File: src/rtl/cam_lookup_ctrl.sv
// Lookup/allocate sequencer for a small match CAM: one request in flight, hit/miss
// response with an entry index, and invalid-first then round-robin replacement.
module cam_lookup_ctrl #(
    parameter int TAG_W   = 8,
    parameter int ENTRIES = 4,
    parameter int IDX_W   = 2
) (
    input  logic               clk,
    input  logic               rst,
    input  logic               req_valid,
    output logic               req_ready,
    input  logic [TAG_W-1:0]   req_tag,
    input  logic               req_alloc,
    input  logic               flush,
    output logic               resp_valid,
    input  logic               resp_ready,
    output logic               resp_hit,
    output logic [IDX_W-1:0]   resp_idx,
    output logic               resp_alloc,
    output logic               resp_multi,
    output logic               cam_we_n,
    output logic               cam_rd_n,
    output logic [TAG_W-1:0]   cam_din,
    output logic [TAG_W-1:0]   cam_argin,
    output logic [IDX_W-1:0]   cam_addrs,
    input  logic [ENTRIES-1:0] cam_mbits
);

    typedef enum logic [2:0] {IDLE, LOOKUP, DECIDE, WRITE, RESP} state_t;

    state_t             state, state_nxt;
    logic [ENTRIES-1:0] valid, valid_nxt, match, match_nxt;
    logic [IDX_W-1:0]   rr_ptr, rr_nxt;
    logic [TAG_W-1:0]   tag, tag_nxt;
    logic               alloc, alloc_nxt;
    logic               resp_valid_nxt, resp_hit_nxt, resp_alloc_nxt, resp_multi_nxt;
    logic [IDX_W-1:0]   resp_idx_nxt;
    logic               cam_we_n_nxt;
    logic [TAG_W-1:0]   cam_din_nxt, cam_argin_nxt;
    logic [IDX_W-1:0]   cam_addrs_nxt;
    logic [IDX_W-1:0]   hit_idx, inv_idx;
    logic               inv_any, multi;

    // The CAM's dout is never used, so its read enable stays parked low.
    assign cam_rd_n  = 1'b0;
    assign req_ready = (state == IDLE) && !flush;

    always_comb begin
        hit_idx = '0;
        inv_idx = '0;
        for (int i = ENTRIES - 1; i >= 0; i--) begin
            if (match[i])  hit_idx = IDX_W'(i);
            if (!valid[i]) inv_idx = IDX_W'(i);
        end
        inv_any = ~&valid;
        multi   = (match & (match - ENTRIES'(1))) != '0;
    end

    always_comb begin
        state_nxt      = state;
        valid_nxt      = valid;
        match_nxt      = match;
        rr_nxt         = rr_ptr;
        tag_nxt        = tag;
        alloc_nxt      = alloc;
        resp_valid_nxt = resp_valid;
        resp_hit_nxt   = resp_hit;
        resp_idx_nxt   = resp_idx;
        resp_alloc_nxt = resp_alloc;
        resp_multi_nxt = resp_multi;
        cam_we_n_nxt   = 1'b0;
        cam_din_nxt    = cam_din;
        cam_argin_nxt  = cam_argin;
        cam_addrs_nxt  = cam_addrs;
        case (state)
            IDLE: begin
                if (flush) begin
                    valid_nxt = '0;
                    rr_nxt    = '0;
                end else if (req_valid) begin
                    tag_nxt       = req_tag;
                    alloc_nxt     = req_alloc;
                    cam_argin_nxt = req_tag;
                    state_nxt     = LOOKUP;
                end
            end
            LOOKUP: begin
                match_nxt = cam_mbits & valid;
                state_nxt = DECIDE;
            end
            DECIDE: begin
                if (match != '0) begin
                    resp_hit_nxt   = 1'b1;
                    resp_idx_nxt   = hit_idx;
                    resp_alloc_nxt = 1'b0;
                    resp_multi_nxt = multi;
                    resp_valid_nxt = 1'b1;
                    state_nxt      = RESP;
                end else if (!alloc) begin
                    resp_hit_nxt   = 1'b0;
                    resp_idx_nxt   = '0;
                    resp_alloc_nxt = 1'b0;
                    resp_multi_nxt = 1'b0;
                    resp_valid_nxt = 1'b1;
                    state_nxt      = RESP;
                end else begin
                    cam_addrs_nxt = inv_any ? inv_idx : rr_ptr;
                    if (!inv_any) rr_nxt = rr_ptr + IDX_W'(1);
                    cam_din_nxt   = tag;
                    cam_we_n_nxt  = 1'b1;
                    state_nxt     = WRITE;
                end
            end
            WRITE: begin
                // cam_addrs/cam_din are left untouched so they outlive the strobe.
                valid_nxt[cam_addrs] = 1'b1;
                resp_hit_nxt   = 1'b0;
                resp_idx_nxt   = cam_addrs;
                resp_alloc_nxt = 1'b1;
                resp_multi_nxt = 1'b0;
                resp_valid_nxt = 1'b1;
                state_nxt      = RESP;
            end
            RESP: begin
                if (resp_ready) begin
                    resp_valid_nxt = 1'b0;
                    state_nxt      = IDLE;
                end
            end
            default: state_nxt = IDLE;
        endcase
    end

    always_ff @(posedge clk or posedge rst) begin
        if (rst) begin
            state      <= IDLE;
            valid      <= '0;
            match      <= '0;
            rr_ptr     <= '0;
            tag        <= '0;
            alloc      <= 1'b0;
            resp_valid <= 1'b0;
            resp_hit   <= 1'b0;
            resp_idx   <= '0;
            resp_alloc <= 1'b0;
            resp_multi <= 1'b0;
            cam_we_n   <= 1'b0;
            cam_din    <= '0;
            cam_argin  <= '0;
            cam_addrs  <= '0;
        end else begin
            state      <= state_nxt;
            valid      <= valid_nxt;
            match      <= match_nxt;
            rr_ptr     <= rr_nxt;
            tag        <= tag_nxt;
            alloc      <= alloc_nxt;
            resp_valid <= resp_valid_nxt;
            resp_hit   <= resp_hit_nxt;
            resp_idx   <= resp_idx_nxt;
            resp_alloc <= resp_alloc_nxt;
            resp_multi <= resp_multi_nxt;
            cam_we_n   <= cam_we_n_nxt;
            cam_din    <= cam_din_nxt;
            cam_argin  <= cam_argin_nxt;
            cam_addrs  <= cam_addrs_nxt;
        end
    end

endmodule

File: config.mk
export PLATFORM = sky130hd
export DESIGN_NAME = cam_lookup_ctrl
export DESIGN_NICKNAME = d
export VERILOG_FILES = /design/src/rtl/cam_lookup_ctrl.sv
export SDC_FILE = /design/constraint.sdc
export NUM_CORES = 1
export LEC_CHECK = 0
export BUFFER_PORTS_ARGS = -buffer_cell sky130_fd_sc_hd__buf_2
export CORE_UTILIZATION = 50
export CTS_BUF_LIST = sky130_fd_sc_hd__clkbuf_4 sky130_fd_sc_hd__clkbuf_8
export DETAILED_ROUTE_END_ITERATION = 8
export PLACE_DENSITY = 0.78
export SYNTH_ARGS = -nofsm -noshare
export SYNTH_HDL_FRONTEND = slang
export SYNTH_SLANG_ARGS = --single-unit
File: constraint.sdc
create_clock -name clk -period 2.3 [get_ports clk]
set_input_delay 0.345 -clock clk [delete_from_list [all_inputs] [get_ports clk]]
set_output_delay 0.345 -clock clk [all_outputs]
set_load 0.05 [all_outputs]
Word-level counts from Yosys, hierarchy flattened --
Index checks and enable logic that the tools add are counted.
Storage, ports and cells: register bits 39, bits of input ports 18, output and inout bits 27, logic and storage cells 94
Operators by class: add/subtract/negate cells 2, magnitude comparators 2, eq/ne operators 12, mux-type cells 41, bitwise logic cells 5, reduce and logical (&&, ||, !) cells 18
Operators with widths (count):
- 2-bit 2-to-1 mux | 15
- 3-bit 2-to-1 mux | 5
- 3-bit one-hot mux with 5 select lines | 1
- 2-bit != test (second input constant) | 7
- 3-bit AND reduction | 4
- 1-bit 2-to-1 mux | 11
- 4-bit bitwise AND | 2
- 2-bit one-hot mux with 2 select lines | 2
- 4-bit one-hot mux with 2 select lines | 1
- 4-bit nonzero test | 2
- 3-bit by 2-bit == test with 1-bit output (second input constant) | 2
- 1-bit one-hot mux with 2 select lines | 3
- 2-bit nonzero test | 3
- 5-bit AND reduction | 1
- 4-bit 2-to-1 mux | 1
- 4-bit bitwise OR | 1
- 2-bit AND reduction | 2
- 4-bit AND reduction | 1
- 4-bit by 1-bit subtractor with 4-bit output (second input constant) | 1
- 3-bit by 1-bit == test with 1-bit output (second input constant) | 1
- 3-bit == test (second input constant) | 1
- 3-bit logical NOT | 1
- 2-bit by 3-bit less-than comparator with 1-bit output (second input constant) | 1
- 3-bit != test (second input constant) | 1
- 8 further kinds | 10

Logic depth before layout (Yosys ltp) --
Gate-level depths: netlist of run 1.
depth after elaboration 6, gate-level depth with buffers 5, depth with buffers taken out 4

Worst setup path before layout of run 1 --
OpenSTA, ideal clock, no wires.
kind register to output, start register state[0], end output req_ready, arrival 2.165 ns, required time 1.955 ns, setup slack -0.210 ns, stages on the path, launching flop included 3, buffers on the path 1, cell sequence dfrtp_1 -> clkbuf_1 -> nor4_1
On the way: longest elaborated chain between the ends 2
Ends and longest elaborated chain:
- from (decl) | RTL line 31 | state_t state, state_nxt;
- from (signal assigned) | RTL line 152 | state <= state_nxt;
- 3-bit logical NOT | RTL line 46 | assign req_ready = (state == IDLE) && !flush;
- 1-bit logical AND | RTL line 46
- to (decl) | RTL line 11 | output logic req_ready,
No other way between the ends.

Final worst setup path of run 1 --
start register state[0], end register cam_din[2]
On the way: longest elaborated chain between the ends 2
Ends and longest elaborated chain:
- 3-bit by 2-bit == test with 1-bit output | RTL line 75 | case (state)
- 3-bit AND reduction (no line)
- to (signal assigned) | RTL line 164 | cam_din <= cam_din_nxt;
- to (decl) | RTL line 23 | output logic [TAG_W-1:0] cam_din,
No other way between the ends. A chain may end at the register's enable or synchronous reset.

==> results, run 1 <==
- The CTS H-tree depth is 2.
- The via count of the first global-routing pass was approximately 1200.
- The post-route clock period utilization is approximately 80%.
- The combined global-route utilization of all metal layers is roughly 22%.
- The final count of hold timing violations is 0.
- The most used flip-flop cell after synthesis is sky130_fd_sc_hd__dfrtp_1.
- The sum of net half-perimeters after detailed placement is 2570 microns.
- In this run the remaining antenna-violating nets after routing total 0.
- The number of max-capacitance violations reported is 0.
- After clock tree synthesis, the repair step resized 0 gates.
- The clock passes through at most 2 buffers.
- The placeable core region is 3153 sq um.
- The net count of the finished layout is 209.
- The number of setup buffers added after CTS is 0.
- The pre-antenna-repair detailed-routing pass consisted of 6 iterations.
- Summed over its instances, the top area cell type makes up around 57% of the synthesized netlist area.
- The highest ir drop seen on vdd is 0.001111 V.
- The ratio of cells with drive above 1 in the final layout is 39.79%.
- In the final routed layout, each cell accounts on average for 14.72 microns.
- After synthesis, the cell types taking the most area are sky130_fd_sc_hd__dfrtp_1, sky130_fd_sc_hd__mux2_2, sky130_fd_sc_hd__mux2_4.
- The complex-gate fraction of the synthesized area is between 10% and 20%.
- During synthesis, Yosys emitted a total of 0 warnings.
- The worst setup timing slack at the placement stage is 0.4984 ns.
- The net count of the mapped netlist is 162.
- The startpoint identified for the worst register-to-register timing path is state[0].
- The effective utilization at floorplan is 54.68%.
- In this run the cell area of the synthesized design comes to 1724 sq um.
- The adder and majority gate portion of the synthesized area is 0.5806%.
- sky130_fd_sc_hd__dfrtp_1 takes more of the synthesized area than any other cell.
- The total vias in the final route is 1278.
- The class of the tightest hold or removal check is in2async.
- The worst setup path is captured at a flop.
- 0 antenna diodes ended up in the layout.
- After synthesis, flip-flops and latches occupy 56.60% of the total area.
- Counting flops with an async set or reset pin after synthesis yields a share of 100.0%.
- Summed over all layers, the global routing overflow is 0.
- The CTS tree is yes.
- Entering global routing, the biggest net connects 40 pins.
- The number of filler instances in the final layout is 288.
- The largest fanout on the critical path is 15.
- The total wire length is 3460 microns.
- The number of flops mapped to enable cells by yosys is 0.
- In this run the static leakage power is 0.0009900 uW.
- Compared with the post-synthesis result, the final layout area differs by 18.14%.
- The post-layout worst setup margin is 0.4648 ns.
- The via density per instance is ~5.4.
- The post-synthesis share of cell area spent on xor and xnor gates is 0%.
- The number of placement rows is 20.
- The count of endpoints failing setup in the final report is 0.
- The unique cell type count in the Yosys netlist is 40.
- The number of standard cells in the final layout excluding fillers is 235.
- The endpoint of the worst-slack reg-to-reg timing path is cam_din[2].
- The flop-to-flop setup slack is 0.46 ns.
- The category of the most critical setup path is reg2reg.
- The initial antenna violation count is 0.
- The total power density per cell area is 1496 nW/um^2.
- The clock network latency to the later pin of the worst-skew pair is 0.33 ns.
- The die outline height is 60.72 microns.
- Setup repair after global routing left no endpoint under its margin.
- The data arrival time of the critical path is 2.06 ns.
- The data required time at the worst endpoint is 2.52 ns.
- For the finished layout, the period the worst path requires is 1.835 ns.
- The worst setup path is launched from a flop.
- The basic-gate share of the synthesized area counting and, or, nand and nor cells is 14.01%.
- The headroom to the max-slew limit is roughly two thirds.
- Sorting the synthesized cells by how often they occur yields sky130_fd_sc_hd__dfrtp_1, sky130_fd_sc_hd__nand2_1, sky130_fd_sc_hd__mux2_2.
- The final count of pins violating max slew came to 0.
- The number of cells traversed by the worst register-to-register path is 3.
- In the routed design, unresolved DRC markers number 0.
- The congestion estimate from routability-driven global placement came to 0.8119.
- The top-level I/O count is 45.
- The number of synthesized register bits is 39.
- In this run the horizontal extent of the chip is 60.72 microns.
- The mean instance size in the synthesized netlist is 11.97 sq um.
- The sum of negative setup slack is 0 ns.
- The total number of clock tree sinks is 39.
- Between clock sinks in the finished design, the worst skew comes to 0.003894 ns.
- Derived from the worst setup path, the maximum achievable clock frequency is 544.9 MHz.
- After the first detailed-routing iteration, the DRC count stood at 66.
- The flow ran to the end, and the final reports show no timing, DRC or antenna violations.
- The clock slew at the register clock pins of the worst setup and hold paths is 0.10 ns.
- The gate count after technology mapping is 144.
- The largest family of logic cells by synthesized area is simple AND/OR/NAND/NOR gates.
- The floorplan step defined a die boundary enclosing 3687 sq um.
- The transition time at the pin with the least slew margin is between 0.5 and 0.6 ns.
- The post-synthesis mux area share is 12.84%.
- Port buffering added 43 buffers.
- Yosys instantiated no cell more often than sky130_fd_sc_hd__dfrtp_1.
- The number of buffers added by the clock tree synthesis step is 5.
- The library cell used as clock root buffer is sky130_fd_sc_hd__clkbuf_4.
- Buffers inserted to repair hold after CTS numbered 0.
- The first-pass GRT wire length is about 5500 microns.
- The post-placement cell count is 228.
[worst max path at each step]
stage               cells after the start  slack, ns         end  startpoint
floorplan                               2       0.36   req_ready    state[0]
global placement                        3       0.59  cam_din[7]    state[0]
detailed placement                      3       0.50  cam_din[7]    state[0]
CTS                                     3       0.48  cam_din[2]    state[0]
global route                            4       0.35   rr_ptr[0]    state[0]
finish                                  3       0.46  cam_din[2]    state[0]
[state kept, by name (all words and copies together), names as in the netlist]
name        flops
cam_din         8
resp_alloc      1
state           3
match           4
resp_multi      1
cam_addrs       2
cam_we_n        1
resp_hit        1
tag             8
valid           4
resp_idx        2
rr_ptr          2
resp_valid      1
alloc           1
[kinds of logic after synthesis]
| group | count (synthesis) |
|---|---|
| AND/OR/NAND/NOR | 45 |
| multiplexers | 18 |
| AO/OA/AOI/OAI | 29 |
| flip-flops | 39 |
| buffers and inverters | 11 |
| adder cells (fa/ha/maj) | 1 |
| other | 1 |
[placed cells by master (no fill, tap or decap), types with 2 or more instances in the layout]
cell type                   n
sky130_fd_sc_hd__inv_1      7
sky130_fd_sc_hd__o211ai_1   2
sky130_fd_sc_hd__nor2b_1    2
sky130_fd_sc_hd__buf_2     43
sky130_fd_sc_hd__clkbuf_4   5
sky130_fd_sc_hd__dfrtp_1   39
sky130_fd_sc_hd__o21ai_0   10
sky130_fd_sc_hd__nor2_1     6
sky130_fd_sc_hd__nand4_1    2
sky130_fd_sc_hd__o31ai_1    3
sky130_fd_sc_hd__mux2_4     5
sky130_fd_sc_hd__mux2_2    13
sky130_fd_sc_hd__nor3b_1    2
sky130_fd_sc_hd__nor3_1     7
sky130_fd_sc_hd__nand2_1   19
[critical path: stages, from the launching register on]
cell                      delay, ns
sky130_fd_sc_hd__dfrtp_1       0.55
sky130_fd_sc_hd__nor3b_1       0.52
sky130_fd_sc_hd__nand3_4       0.29
sky130_fd_sc_hd__mux2_4        0.37
[power by group]
group / internal, uW / switching (uW) / total, uW
clock: 142 / 199 / 340
sequential: 923 / 233 / 1160
combinational: 464 / 1090 / 1550
total: 1530 / 1520 / 3050
[stage by stage]
step	instance area [sq um]	total power (uW)	util [%]	hold WS, ns
2_1_floorplan	1730	2366	-	0.4290
3_3_place_gp	1981	2669	62.82	0.4704
3_5_place_dp	1981	2724	62.82	0.4686
4_1_cts	2037	3062	64.60	0.1214
5_1_grt	2037	3218	64.60	0.1278
6_report	2037	3047	64.60	0.1076
[final cells by class]
class	count	area (sq um)	share of cell area [%]
Multi-Input combinational cell	94	700.7	34.40
Tap cell	44	55.05	2.703
Inverter	7	26.28	1.290
Clock inverter	1	5.005	0.2457
Clock buffer	6	51.30	2.518
Sequential cell	39	975.9	47.91
Timing Repair Buffer	44	222.7	10.93
[layer usage]
layer	vias up	routed length, microns	GRT usage (%)
met5	-	0	0
met4	0	25	5.195
met3	4	208	9.382
met2	40	1805	35.48
met1	623	1420	26.22
li1	611	-	-
Power figures use the tool's default switching activity.
==> inputs of run 2 (changes only) <==
--- a/config.mk
+++ b/config.mk
@@ -5,6 +5,7 @@
 export SDC_FILE = /design/constraint.sdc
 export NUM_CORES = 1
 export LEC_CHECK = 0
+export ABC_AREA = 1
 export BUFFER_PORTS_ARGS = -buffer_cell sky130_fd_sc_hd__buf_2
 export CORE_UTILIZATION = 50
 export CTS_BUF_LIST = sky130_fd_sc_hd__clkbuf_4 sky130_fd_sc_hd__clkbuf_8
==> constraint.sdc (replaced) <==
create_clock -name clk -period 1.9 [get_ports clk]
set_input_delay 0.285 -clock clk [delete_from_list [all_inputs] [get_ports clk]]
set_output_delay 0.285 -clock clk [all_outputs]
set_load 0.05 [all_outputs]
==> run 2 against run 1 <==
Setup slack got worse by 0.33 ns; clock-buffer cell count unchanged; non-clock buffer count increased by 1; clock skew increased by 0.0018 ns; global-route usage increased by 0.86 points; worst hold slack got worse by 0.073 ns; highest routed layer unchanged; area after synthesis decreased by 1.9%; core utilization decreased by 0.20 points; sequential cell count unchanged; largest power group unchanged; clock power increased by 27%.
==> results, run 2 <==
- The run finished with clean final reports.
- The library cell used as clock root buffer is sky130_fd_sc_hd__clkbuf_4.
- The leakage power total is 0.001138 uW (+15%).
- The clock tree skew after final layout is 0.005729 ns (+0.001835 ns).
- The data required time at the worst endpoint came to 1.62 ns (-0.90 ns).
- The length of the first detailed-routing pass in iterations was 4 (-2).
- Setup repair after global routing left no endpoint under its margin.
- The number of filler instances in the final layout was 286 (-0.69%).
- The effective utilization at floorplan is 54.08% (-0.60 points).
- The highest ir drop seen on vdd is 0.0009369 V (-16%).
- The number of DRC markers in iteration 0 is 94 (+42%).
- The via count of the first global-routing pass came to 1285 (+6.7%).
- The CTS H-tree depth is 2 (unchanged).
- The proportion of netlist area held by the largest area contributor is 57.69% (+1.1 points).
- By count the netlist is led by sky130_fd_sc_hd__nand2_1, sky130_fd_sc_hd__dfrtp_1, sky130_fd_sc_hd__nand3_1.
- The library cell used most frequently in the layout, excluding fill and tap cells, is sky130_fd_sc_hd__nand2_1.
- The most instantiated library cell after synthesis is sky130_fd_sc_hd__nand2_1.
- The post-placement cell count is 285 (+25%).
- The element type at the critical path start is a flop.
- The total vias in the final route was 1433 (+12%).
- The number of max-capacitance violations reported was 0 (unchanged).
- The largest fanout on the critical path is 5 (-10).
- The unique cell type count in the Yosys netlist came to 24 (-40%).
- The first-pass GRT wire length is 5720 microns (+3.9%).
- The sequential fraction of the synthesis area came to 57.69% (+1.1 points).
- The CTS tree is yes.
- The sum of net half-perimeters after detailed placement is 2535 microns (-1.3%).
- The number of cells traversed by the worst register-to-register path came to 6 (+3).
- The flop-to-flop setup slack was 0.53 ns (+0.07 ns).
- The number of instances resized during post-cts repair came to 0 (unchanged).
- The count of endpoints failing setup in the final report was 0 (unchanged).
- The ratio of cells with drive above 1 in the final layout came to 27.42% (-12 points).
- In this run the critical register-to-register path is captured at cam_addrs[0].
- The remaining global-route overflow is 0 (unchanged).
- After layout, the worst path uses 92.81% of the clock period.
- The die extent in x is 60.17 microns (-0.91%).
- The data arrival time of the critical path was 1.48 ns (-0.58 ns).
- The class of the tightest hold or removal check is in2async.
- The async set-reset flop share out of synthesis was 100.0% (unchanged).
- The net count of the mapped netlist is 216 (+33%).
- The number of synthesis warnings came to 0 (unchanged).
- The achievable clock frequency is 567.1 MHz.
- The total power density per cell area came to 1706 nW/um^2 (+14%).
- The pin count of the biggest net entering global routing is 40 (unchanged).
- The area after detailed placement came to 1958 sq um (-1.1%).
- The overall die area is 3620 sq um (-1.8%).
- The combined global-route utilization of all metal layers is 22.39% (+0.86 points).
- Leaving out fill and tap cells, the most frequent cells in the layout are sky130_fd_sc_hd__nand2_1, sky130_fd_sc_hd__buf_2, sky130_fd_sc_hd__dfrtp_1, sky130_fd_sc_hd__nand3_1, sky130_fd_sc_hd__inv_1.
- The most critical setup path has its endpoint at req_ready.
- The placeable core region was 3128 sq um (-0.79%).
- The final antenna diode count was 0 (unchanged).
- The maximum root-to-sink buffer count is 2 (unchanged).
- The sum of negative setup slack is 0 ns (unchanged).
- In the final layout, the registers with the most flip-flops are cam_din (8), tag (8).
- The leading area contributor after synthesis is sky130_fd_sc_hd__dfrtp_1.
- The mean routed wirelength per cell was 11.65 microns (-21%).
- The number of nets in the final layout is 266 (+27%).
- The DRC violations left was 0 (unchanged).
- The total design power is 3437 uW (+13%).
- The final count of pins violating max slew came to 0 (unchanged).
- The number of placement rows came to 20 (unchanged).
- By startpoint and endpoint, the worst setup path is classified as reg2out.
- The gate count after technology mapping is 198 (+38%).
- The number of standard cells in the final layout excluding fillers came to 292 (+24%).
- The synthesized area is 1692 sq um (-1.9%).
- The number of flops mapped to enable cells by yosys is 0 (unchanged).
- The total wire length is 3402 microns (-1.7%).
- The number of synthesized register bits is 39 (unchanged).
- The initial antenna violation count came to 0 (unchanged).
- The post-CTS setup repair buffer count is 0 (unchanged).
- The total number of clock tree sinks is 39 (unchanged).
- STA classifies the critical path endpoint as an output port.
- The predominant post-synthesis flop cell is sky130_fd_sc_hd__dfrtp_1.
- The number of port buffers was 43 (unchanged).
- The worst register-to-register path begins at match[3].
- The clock slew at the register clock pins of the worst setup and hold paths came to 0.10 ns (about the same).
- The final weighted congestion of routability-driven global placement is 0.8387 (+3.3%).
- The number of buffers added by the clock tree synthesis step was 5 (unchanged).
- The final non-filler cell area is 2014 sq um (-1.1%).
- The count of hold-fix buffers inserted at cts was 0 (unchanged).
- The via density per instance came to 4.908 (-9.8%).
- The number of nets with antenna violations after routing is 0 (unchanged).
- The mean instance size in the synthesized netlist is 8.544 sq um (-29%).
- The relative area change from synthesis to final layout is 19.08%.
- After synthesis, the cell types taking the most area are sky130_fd_sc_hd__dfrtp_1, sky130_fd_sc_hd__nand2_1, sky130_fd_sc_hd__nand3_1.
- The die outline height is 60.17 microns (-0.91%).
- The top-level I/O count is 45 (unchanged).
- The clock network latency to the later pin of the worst-skew pair is 0.35 ns (+0.02 ns).
- The final count of hold timing violations is 0 (unchanged).
- The launch point of the worst path is state[2].
- Counting I/O delays and the setup requirement, the final critical path takes 1.763 ns.
-- run 2: cell count changes in the layout (fill, tap and decap cells not counted), sizes merged, moves of 2 or more --
| cell | previous run | this run |
|---|---|---|
| o31ai | 3 | 1 |
| o211ai | 2 | 0 |
| nor4 | 2 | 0 |
| nand3 | 2 | 22 |
| o21ai | 11 | 13 |
| nor2 | 6 | 17 |
| o41ai | 2 | 0 |
| nand2 | 19 | 75 |
| inv | 7 | 19 |
| nor2b | 2 | 0 |
| nor3 | 7 | 1 |
| mux2 | 18 | 0 |
| nor3b | 2 | 0 |
-- run 2: area by class of cell --
cell class	count	area (sq um)	share of cell area, %
Sequential cell	39	975.9	48.45
Multi-Input combinational cell	138	623.1	30.93
Timing Repair Buffer	45	230.2	11.43
Inverter	19	73.82	3.665
Tap cell	44	55.05	2.733
Clock buffer	6	51.30	2.547
Clock inverter	1	5.005	0.2484
-- run 2: cell families (layout without fill, tap and decap cells) --
group	Yosys count	in the layout	synth area share, %
AO/OA/AOI/OAI	18	18	5.622
XOR/XNOR	1	1	0.5178
buffers and inverters	21	71	5.473
flip-flops	39	39	57.69
other	1	1	0.2217
AND/OR/NAND/NOR	118	118	30.47
-- run 2: how the worst min path moves through the flow --
stage          startpoint    endpoint  slack, ns
6_report              rst      tag[4]       0.03
5_1_grt               rst      tag[4]       0.05
4_1_cts               rst  cam_din[0]       0.05
3_5_place_dp          rst  cam_din[4]       0.43
3_3_place_gp          rst  cam_din[4]       0.42
2_1_floorplan  req_tag[0]      tag[0]       0.43
-- run 2: power breakdown --
part           internal [uW]  switching, uW
sequential              1100            208
combinational            392           1300
clock                    171            259
total                   1670           1770
-- run 2: metal layers --
layer	vias up	part of all wire [%]	global-route usage [%]
li1	730	-	-
met2	40	47	33.12
met1	661	47	29.92
met3	2	5.3	7.792
met4	0	0.97	8.970
met5	-	0	0
-- run 2: metrics by stage --
| stage | hold WS [ns] | setup WS [ns] | util (%) |
|---|---|---|---|
| after detailed placement | 0.4329 | 0.5215 | 62.60 |
| after CTS | 0.04699 | 0.1316 | 64.40 |
| after global placement | 0.4179 | 0.5515 | 62.60 |
| after global routing | 0.05471 | 0.03288 | 64.40 |
| after floorplan | 0.4297 | 0.2829 | - |
| final | 0.03431 | 0.1366 | 64.40 |
-- run 2: worst max-delay path: stages (launching register included) --
cell                      delay, ns
sky130_fd_sc_hd__dfrtp_1       0.46
sky130_fd_sc_hd__nor2_2        0.18
sky130_fd_sc_hd__nand2_2       0.12
sky130_fd_sc_hd__nor2_1        0.11
sky130_fd_sc_hd__buf_2         0.27
